$ cat config.mk
export PLATFORM = sky130hd
export DESIGN_NAME = uart_receiver
export DESIGN_NICKNAME = d
export VERILOG_FILES = /design/src/rtl/uart_receiver_pkg.sv /design/src/rtl/uart_rx.sv /design/src/rtl/uart_receiver.sv
export SDC_FILE = /design/constraint.sdc
export NUM_CORES = 1
export LEC_CHECK = 0
export ABC_AREA = 1
export BUFFER_PORTS_ARGS = -buffer_cell sky130_fd_sc_hd__buf_2
export CORE_ASPECT_RATIO = 0.8
export CORE_UTILIZATION = 50
export DETAILED_ROUTE_END_ITERATION = 7
export GPL_ROUTABILITY_DRIVEN = 0
export PLACE_DENSITY = 0.66
export SYNTH_ARGS = -nofsm -noshare
export SYNTH_HDL_FRONTEND = slang
export SYNTH_SLANG_ARGS = --single-unit
$ cat constraint.sdc
create_clock -name clk -period 3.1 [get_ports clk]
set_input_delay 0.31 -clock clk [delete_from_list [all_inputs] [get_ports clk]]
set_output_delay 0.31 -clock clk [all_outputs]
set_load 0.02 [all_outputs]
$ cat src/rtl/uart_receiver_pkg.sv
// Shared types and constants for the UART receive path: FSM state encoding,
// oversampling constants and a width helper.
package uart_receiver_pkg;

  typedef enum logic [1:0] {
    IDLE,
    START,
    DATA,
    STOP
  } state_t;

  localparam int unsigned MID_SAMPLE = 7;
  localparam int unsigned OVERSAMPLE = 16;

  // Counter width able to hold 0..v-1, never narrower than one bit.
  function automatic int unsigned cnt_width(input int unsigned v);
    return (v <= 2) ? 1 : $clog2(v);
  endfunction

endpackage

$ cat src/rtl/uart_rx.sv
// Oversampled serial receive FSM: start-bit qualification at mid-bit, DATA bits
// shifted in LSB first, stop bit sampled and reported with a one-cycle rx_done_tick.
module uart_rx
  import uart_receiver_pkg::*;
#(
  parameter int unsigned DBIT    = 8,
  parameter int unsigned SB_TICK = 16
) (
  input  logic            clk,
  input  logic            reset,
  input  logic            rx,
  input  logic            s_tick,
  output logic            rx_done_tick,
  output logic [DBIT-1:0] dout,
  output logic            stop_bit
);

  localparam int unsigned S_W = cnt_width((SB_TICK > OVERSAMPLE) ? SB_TICK : OVERSAMPLE);
  localparam int unsigned N_W = cnt_width(DBIT);

  state_t          state_q, state_d;
  logic [S_W-1:0]  s_q, s_d;
  logic [N_W-1:0]  n_q, n_d;
  logic [DBIT-1:0] b_q, b_d;

  always_ff @(posedge clk) begin
    if (reset) begin
      state_q <= IDLE;
      s_q     <= '0;
      n_q     <= '0;
      b_q     <= '0;
    end else begin
      state_q <= state_d;
      s_q     <= s_d;
      n_q     <= n_d;
      b_q     <= b_d;
    end
  end

  always_comb begin
    state_d      = state_q;
    s_d          = s_q;
    n_d          = n_q;
    b_d          = b_q;
    rx_done_tick = 1'b0;
    unique case (state_q)
      IDLE: begin
        if (!rx) begin
          state_d = START;
          s_d     = '0;
        end
      end
      START: begin
        if (s_tick) begin
          // Line must still be low at mid start bit, otherwise treat as a glitch.
          if (s_q == S_W'(MID_SAMPLE)) begin
            if (!rx) begin
              state_d = DATA;
              s_d     = '0;
              n_d     = '0;
            end else begin
              state_d = IDLE;
            end
          end else begin
            s_d = s_q + S_W'(1);
          end
        end
      end
      DATA: begin
        if (s_tick) begin
          if (s_q == S_W'(OVERSAMPLE - 1)) begin
            s_d = '0;
            b_d = {rx, b_q[DBIT-1:1]};
            if (n_q == N_W'(DBIT - 1)) begin
              state_d = STOP;
            end else begin
              n_d = n_q + N_W'(1);
            end
          end else begin
            s_d = s_q + S_W'(1);
          end
        end
      end
      STOP: begin
        if (s_tick) begin
          if (s_q == S_W'(SB_TICK - 1)) begin
            state_d      = IDLE;
            rx_done_tick = 1'b1;
          end else begin
            s_d = s_q + S_W'(1);
          end
        end
      end
      default: state_d = IDLE;
    endcase
  end

  assign dout     = b_q;
  // Meaningful only alongside rx_done_tick, which marks the stop-bit sample point.
  assign stop_bit = rx;

endmodule

$ cat src/rtl/uart_receiver.sv
// UART receiver: baud tick generator, serial FSM and a first-word-fall-through FIFO
// with sticky frame/overrun flags. Define UART_RX_SYNC_EN to add a 2-flop rx synchronizer.
module uart_receiver
  import uart_receiver_pkg::*;
#(
  parameter int unsigned DBIT     = 8,
  parameter int unsigned SB_TICK  = 16,
  parameter int unsigned DVSR     = 163,
  parameter int unsigned DVSR_BIT = 8,
  parameter int unsigned FIFO_W   = 4
) (
  input  logic       clk,
  input  logic       reset,
  input  logic       rx,
  input  logic       rd_uart,
  input  logic       clr_err,
  output logic [7:0] r_data,
  output logic       rx_empty,
  output logic       rx_full,
  output logic       frame_err,
  output logic       overrun
);

  localparam int unsigned DEPTH = 1 << FIFO_W;

  logic rx_fsm;

`ifdef UART_RX_SYNC_EN
  logic [1:0] sync_q, sync_d;

  assign sync_d = {sync_q[0], rx};

  always_ff @(posedge clk) begin
    if (reset) sync_q <= '1;
    else       sync_q <= sync_d;
  end

  assign rx_fsm = sync_q[1];
`else
  assign rx_fsm = rx;
`endif

  logic [DVSR_BIT-1:0] cnt_q, cnt_d;
  logic                tick;

  assign tick  = (cnt_q == DVSR_BIT'(DVSR - 1));
  assign cnt_d = tick ? '0 : cnt_q + DVSR_BIT'(1);

  always_ff @(posedge clk) begin
    if (reset) cnt_q <= '0;
    else       cnt_q <= cnt_d;
  end

  logic            rx_done;
  logic [DBIT-1:0] rx_word;
  logic            stop_bit;

  uart_rx #(
    .DBIT    (DBIT),
    .SB_TICK (SB_TICK)
  ) u_rx (
    .clk          (clk),
    .reset        (reset),
    .rx           (rx_fsm),
    .s_tick       (tick),
    .rx_done_tick (rx_done),
    .dout         (rx_word),
    .stop_bit     (stop_bit)
  );

  // Pointers carry one extra wrap bit so all 2^FIFO_W slots are usable.
  logic [FIFO_W:0] wr_ptr_q, wr_ptr_d, rd_ptr_q, rd_ptr_d;
  logic [DBIT-1:0] mem_q [DEPTH];
  logic [DBIT-1:0] mem_d [DEPTH];
  logic            empty, full, rd_en, wr_en;
  logic            frame_err_q, frame_err_d, overrun_q, overrun_d;

  assign empty = (wr_ptr_q == rd_ptr_q);
  assign full  = (wr_ptr_q[FIFO_W] != rd_ptr_q[FIFO_W]) &&
                 (wr_ptr_q[FIFO_W-1:0] == rd_ptr_q[FIFO_W-1:0]);
  assign rd_en = rd_uart && !empty;
  // When full, a same-cycle pop frees the head slot, which is exactly where the write lands.
  assign wr_en = rx_done && (!full || rd_en);

  always_comb begin
    mem_d    = mem_q;
    wr_ptr_d = wr_ptr_q;
    rd_ptr_d = rd_ptr_q;
    if (wr_en) begin
      mem_d[wr_ptr_q[FIFO_W-1:0]] = rx_word;
      wr_ptr_d = wr_ptr_q + (FIFO_W+1)'(1);
    end
    if (rd_en) begin
      rd_ptr_d = rd_ptr_q + (FIFO_W+1)'(1);
    end
  end

  always_comb begin
    frame_err_d = frame_err_q;
    overrun_d   = overrun_q;
    if (clr_err) begin
      frame_err_d = 1'b0;
      overrun_d   = 1'b0;
    end
    if (rx_done && !stop_bit)        frame_err_d = 1'b1;
    if (rx_done && full && !rd_en)   overrun_d   = 1'b1;
  end

  always_ff @(posedge clk) begin
    if (reset) begin
      wr_ptr_q    <= '0;
      rd_ptr_q    <= '0;
      frame_err_q <= 1'b0;
      overrun_q   <= 1'b0;
    end else begin
      wr_ptr_q    <= wr_ptr_d;
      rd_ptr_q    <= rd_ptr_d;
      frame_err_q <= frame_err_d;
      overrun_q   <= overrun_d;
    end
  end

  always_ff @(posedge clk) begin
    mem_q <= mem_d;
  end

  always_comb begin
    r_data            = '0;
    r_data[DBIT-1:0]  = mem_q[rd_ptr_q[FIFO_W-1:0]];
  end

  assign rx_empty  = empty;
  assign rx_full   = full;
  assign frame_err = frame_err_q;
  assign overrun   = overrun_q;

endmodule

==> results of run 1 <==
per-stage QoR:
step	total power [W]	hold slack [ps]
final	0.004587	157.5
after floorplan	0.002591	379.1
after global routing	0.004766	187.9
after detailed placement	0.002631	460.6
after CTS	0.004621	136.7
after global placement	0.002622	444.3
worst min-delay path, cell delays in order:
cell	delay (ps)
buf_2	70
inv_1	40
nand2_1	50
a21oi_1	60
final cells by class:
class,count,area share
timing repair buffer,36,0.02914
clock inverter,9,0.01330
clock buffer,23,0.05797
inverter,36,0.01710
tap,180,0.02851
sequential,165,0.5805
multi-input combinational,429,0.2735
cells in the mapped netlist, drive strengths merged (4+ instances only):
| cell type | n | area share |
|---|---|---|
| o21ai | 80 | 0.057 |
| ha | 10 | 0.018 |
| xor2 | 7 | 0.0088 |
| o22ai | 16 | 0.014 |
| a21oi | 17 | 0.012 |
| inv | 35 | 0.019 |
| nor2 | 119 | 0.068 |
| nor3 | 26 | 0.022 |
| nand4 | 4 | 0.0045 |
| nand3 | 37 | 0.028 |
| nand2 | 88 | 0.048 |
| o221ai | 5 | 0.0063 |
| edfxtp | 128 | 0.55 |
| clkbuf | 19 | 0.010 |
| o211ai | 11 | 0.012 |
| buf | 9 | 0.0070 |
| dfxtp | 37 | 0.11 |
report_power, final:
part | switching (W) | internal [W] | total (W)
sequential | 0.0000263 | 0.00237 | 0.00240
clock | 0.000795 | 0.00120 | 0.00200
combinational | 0.000129 | 0.0000611 | 0.000190
flip-flops by register name (all words and copies together) (netlist names), named ones only:
| signal | count |
|---|---|
| overrun | 1 |
| u_rx.dout | 8 |
| mem_q | 128 |
| u_rx.state_q | 1 |
| rd_ptr_q | 5 |
| frame_err | 1 |
| cnt_q | 8 |
| u_rx.s_q | 4 |
| u_rx.n_q | 3 |
| wr_ptr_q | 5 |
metal layers:
layer	track usage	up-vias	wire (um)	part of all wire
met4	0.07303	0	250	0.016
li1	-	2368	-	-
met1	0.3355	2370	7194	0.46
met2	0.3634	173	7143	0.46
met5	0	-	0	0
met3	0.05838	17	1077	0.069
logic make-up after synthesis:
logic type,count (synthesis),share of synthesized area
XOR/XNOR,10,0.01251
adder cells (fa/ha/maj),10,0.01787
flip-flops,165,0.6549
buffers and inverters,64,0.03646
AND/OR/NAND/NOR,278,0.1741
AO/OA/AOI/OAI,131,0.1042
path summary, 6_finish.rpt:
check	start	to	slack [ps]	depth (start not counted)
max	rd_ptr_q[1]	r_data[2]	630	7
min	clr_err	frame_err	160	4
max reg2reg	u_rx.s_q[0]	mem_q[69]	880	7
min reg2reg	cnt_q[0]	cnt_q[0]	470	1
==> impl_metrics.tcl, run 1 <==
set metrics [dict create \
    grt_pass1_vias 4660 \
    critical_path.cell_chain "buf_4 > nor2_1 > o21ai_0 > o21ai_0 > o211ai_1 > nand3_1 > buf_2" \
    cts.sinks 165 \
    io-pin-count 17 \
    hold_viol 0 \
    final_common_cell "edfxtp_1" \
    critPathLaunchType "flop" \
    path_delay_family "compound AO/OA/AOI/OAI gates" \
    fin_skew_ps 6.171 \
    wl_per_cell_um 17.84 \
    cts_root_buf "clkbuf_16" \
    ys_ff_latch 165 \
    area_delta_synth_final_pct 12.85 \
    critPathRequiredTime_ps 2790 \
    gr-total-overflow 0 \
    cts_inserted_buffers 17 \
    tightest_slew_ps 884.0 \
    antenna_found_initial 0 \
    via_per_inst 5.613 \
    fillerInstances 1136 \
    final_design_area_no_fill_um2 7900 \
    synth_nets 673 \
    fin_nets 700 \
    finalSetupViolations 0 \
    clk_pin_slew_ps 60 \
    place_hpwl_um 10000 \
    max_slew_margin 0.4099 \
    maxSlewViolCount 0 \
    dpl.cell_count 846 \
    cts_max_level 4 \
    ys.flop_type "edfxtp_1" \
    outcome "complete, no violations" \
    crit_type "reg2out" \
    drive_gt1_frac 0.1203 \
    netlist_area_um2 7000 \
    power.leakage_nw 3.238 \
    drc 0 \
    holdCritPathClass "in2reg" \
    period_needed_ps 2468 \
    grt_max_degree 48 \
    clk_latency_ps 420 \
    die_h_um 107.8 \
    syn_inst 658 \
    seq_area_um2 4586 \
    initial_core_util 0.5148 \
    final_cells 878 \
    post_cts_buffers 0 \
    synth-edff-count 128 \
    die_x_um 134.3 \
    grt_pass1_wl_um 25120 \
    cpMaxStageDelayCell "buf_4" \
    portBuffers 16 \
    final_util 0.5810 \
    vias 4928 \
    async_flop_share 0 \
    ctsHoldBuffers 0 \
    arrival_ps 2160 \
    placed_area_um2 7337 \
    cts-resized-gates 0 \
    ir_drop_mv 0.3941 \
    critPathCaptureType "output port" \
    cts_buffer_depth 2 \
    wl_um 15670 \
    timing.fmax_ghz 0.4052 \
    coreArea_um2 13600 \
    cp_slowest_stage_delay_ps 390 \
    antenna_cells 0 \
    dr.pass1.iters 5 \
    multi_input_area_um2 2161 \
    syn_avg_cell_area_um2 10.64 \
    cp_max_fo 47 \
    crit_buf_inv 2 \
    drtIter0Drc 491 \
    layout_common_cells "edfxtp_1, nor2_1, nand2_1, o21ai_0" \
    dp_slack_ps 841.1 \
    power_density_nw_per_um2 580.6 \
    grtUsageTotal 0.2378 \
    synth_cell_types 34 \
    cts_tree "done" \
    rows 38 \
    tns_ps 0 \
    ys_seq_area_frac 0.6549 \
    ys_warn_count 0 \
    final_antenna_net_count 0 \
    cap_viol_max_count 0 \
    die-area_um2 14480 \
    rsz0062_at_grt "false" \
    fin_ws_ps 632.3 \
    worst_path_most_repeated_cell "o21ai_0" \
    fin_crit_sh 0.7960 \
]
(Power assumes the default switching activity.)
==> run 2: changes to the inputs <==
--- a/config.mk
+++ b/config.mk
@@ -5,7 +5,7 @@
 export SDC_FILE = /design/constraint.sdc
 export NUM_CORES = 1
 export LEC_CHECK = 0
-export ABC_AREA = 1
+export ABC_AREA = 0
 export BUFFER_PORTS_ARGS = -buffer_cell sky130_fd_sc_hd__buf_2
 export CORE_ASPECT_RATIO = 0.8
 export CORE_UTILIZATION = 50
==> constraint.sdc (replaced) <==
create_clock -name clk -period 2.4 [get_ports clk]
set_input_delay 0.24 -clock clk [delete_from_list [all_inputs] [get_ports clk]]
set_output_delay 0.24 -clock clk [all_outputs]
set_load 0.02 [all_outputs]
==> run 2 against run 1 <==
Via count fell by 24%. Cell count is 25% lower. Clock skew grew 10 ps. Sequential cell count is the same. Register-to-register slack worse by 640 ps. Utilization rose by 3.3 points. First-iteration DRC count decreased by 40%. Worst hold slack got worse by 4.2 ps. Synthesized cell count fell by 36%. Sequential share of layout area shrank 0.80 points. Critical path type unchanged.
==> impl_metrics.tcl, run 2 <==
set metrics [dict create \
    clk_latency_ps 420 \
    initial_core_util 0.5202 \
    dr.pass1.iters 5 \
    grt_pass1_vias 3672 \
    largest_reg_flops 128 \
    final_cells 661 \
    syn_inst 424 \
    syn_avg_cell_area_um2 16.02 \
    hold_viol 0 \
    timing.rr.start "wr_ptr_q[2]" \
    ys_ff_latch 165 \
    via_per_inst 5.638 \
    synth_cell_types 49 \
    cp_max_fo 5 \
    dpl.cell_count 621 \
    grt_max_degree 28 \
    synth-edff-count 128 \
    cap_viol_max_count 0 \
    drive_gt1_frac 0.2634 \
    reg2reg_to "mem_q[96]" \
    critPathLaunchType "flop" \
    synth_area_leader_cell "edfxtp_1" \
    ys_warn_count 0 \
    drc 0 \
    cts_buffer_depth 2 \
    critical_path.cell_chain "clkbuf_16 > buf_12 > mux4_2 > a211oi_2 > a21oi_1 > buf_2" \
    cts_root_buf "clkbuf_16" \
    registers.top_by_ff_count "mem_q" \
    finalSetupViolations 0 \
    fin_ws_ps 56.75 \
    synth.most_common_cell "edfxtp_1" \
    outcome "complete, no violations" \
    clk_pin_slew_ps 60 \
    coreArea_um2 13060 \
    cpMaxStageDelayCell "mux4_2" \
    fin_nets 488 \
    final_antenna_net_count 0 \
    antenna_cells 0 \
    cp_slowest_stage_delay_ps 500 \
    cts_tree "done" \
    period_needed_ps 2343 \
    yosysTopAreaCellShare 0.5660 \
    async_flop_share 0 \
    synth.top_cells.by_count "edfxtp_1, nor2_1, dfxtp_1" \
    die_x_um 132.3 \
    wl_per_cell_um 19.95 \
    grt_pass1_wl_um 20450 \
    drtIter0Drc 295 \
    power.leakage_nw 2.736 \
    grtUsageTotal 0.2027 \
    rows 37 \
    fillerInstances 952 \
    critPathCaptureType "output port" \
    crit_start "rd_ptr_q[0]" \
    netlist_area_um2 6792 \
    multi_input_area_um2 2130 \
    synth_nets 439 \
    fin_skew_ps 16.20 \
    fin_crit_sh 0.9764 \
    synth_area_leaders "edfxtp_1, dfxtp_1, mux4_2" \
    arrival_ps 2100 \
    maxSlewViolCount 0 \
    cts_max_level 4 \
    critPathRequiredTime_ps 2160 \
    die-area_um2 14060 \
    min_path_cells 4 \
    place_hpwl_um 8094 \
    ys_seq_area_frac 0.6750 \
    die_h_um 106.2 \
    tightest_slew_ps 716.1 \
    gr-total-overflow 0 \
    ff2ff_path_depth 5 \
    hp-start "clr_err" \
    wl_um 13190 \
    rsz0062_at_grt "true" \
    final_common_cell "edfxtp_1" \
    seq_area_um2 4588 \
    vias 3727 \
    power_density_nw_per_um2 708.3 \
    cts.sinks 165 \
    layout_common_cells "edfxtp_1, nor2_1, dfxtp_1, mux4_2, buf_4" \
    timing.fmax_ghz 0.4268 \
    min_to "frame_err" \
    holdCritPathClass "in2reg" \
    max_slew_margin 0.5219 \
    io-pin-count 17 \
    tns_ps 0 \
    portBuffers 16 \
    area_delta_synth_final_pct 18.02 \
    ys.flop_type "edfxtp_1" \
    ir_drop_mv 0.6059 \
    antenna_found_initial 0 \
    crit_type "reg2out" \
    dp_slack_ps 227.6 \
    rrSetupSlack_ps 240 \
    cts_inserted_buffers 17 \
]
-- run 2: cell count changes after synthesis, moves of 24 or more --
cell and change:
inv_1 -24, mux4_2 +32, nand2_1 -79, nand3_1 -29, nor2_1 -75, o21ai_0 -76
-- run 2: where the power goes --
group / switching, W / internal, W / total, W
Clock: 0.00102 / 0.00156 / 0.00259
Sequential: 0.0000113 / 0.00304 / 0.00305
Combinational: 0.0000254 / 0.0000158 / 0.0000412
Total: 0.00106 / 0.00462 / 0.00568
-- run 2: metrics by stage --
step | power (W) | area, um^2 | utilization | hold slack [ps]
finish | 0.005678 | 8015 | 0.6140 | 153.3
global route | 0.005839 | 8015 | 0.6140 | 162.0
CTS | 0.005712 | 7920 | 0.6067 | 143.3
detailed placement | 0.003154 | 7228 | 0.5537 | 466.6
global placement | 0.003152 | 7228 | 0.5537 | 455.3
floorplan | 0.003139 | 6792 | - | 387.2
-- run 2: logic make-up after synthesis --
logic type,after synthesis,synth area share
buf+inv,27,0.01732
flops,165,0.6750
xor+xnor,18,0.02321
compound gates,44,0.04182
simple gates,107,0.08696
fa+ha+maj,10,0.01842
mux,53,0.1373
-- run 2: metal layers --
metal  vias up  part of all wire  GRT usage  routed length, um
met5         -                 0          0                  0
met4         0             0.014    0.08128                190
met2        85              0.48     0.3171               6324
li1       1746                 -          -                  -
met3        16             0.051    0.05293                673
met1      1880              0.45     0.2727               5997
-- run 2: final cells by class --
cell class	count	share of cell area
clock buffers	24	0.05760
well taps	175	0.02732
multi-input cells	232	0.2657
clock inverters	8	0.01280
flip-flops and latches	165	0.5724
repair buffers	52	0.06182
inverters	5	0.002342
-- run 2: worst max path at each step --
| stage | end | depth (start not counted) |
|---|---|---|
| finish | r_data[5] | 6 |
| global route | r_data[2] | 6 |
| CTS | r_data[5] | 6 |
| detailed placement | mem_q[0] | 6 |
| global placement | mem_q[6] | 6 |
| floorplan | mem_q[104] | 7 |
-- run 2: worst max-delay path: cells and delay by family (launching register included) --
kind                   cells  cell delay, ps
AO/OA/AOI/OAI              2             320
multiplexers               1             500
flip-flops                 1             410
buffers and inverters      3             450
-- run 2: what timing repair did --
action	4_1_cts	5_1_grt
resized for setup	12	2
pin swaps	3	4
hold buffers	0	0
gates cloned	1	2
setup buffers	2	3
endpoints found under the setup margin	8	8
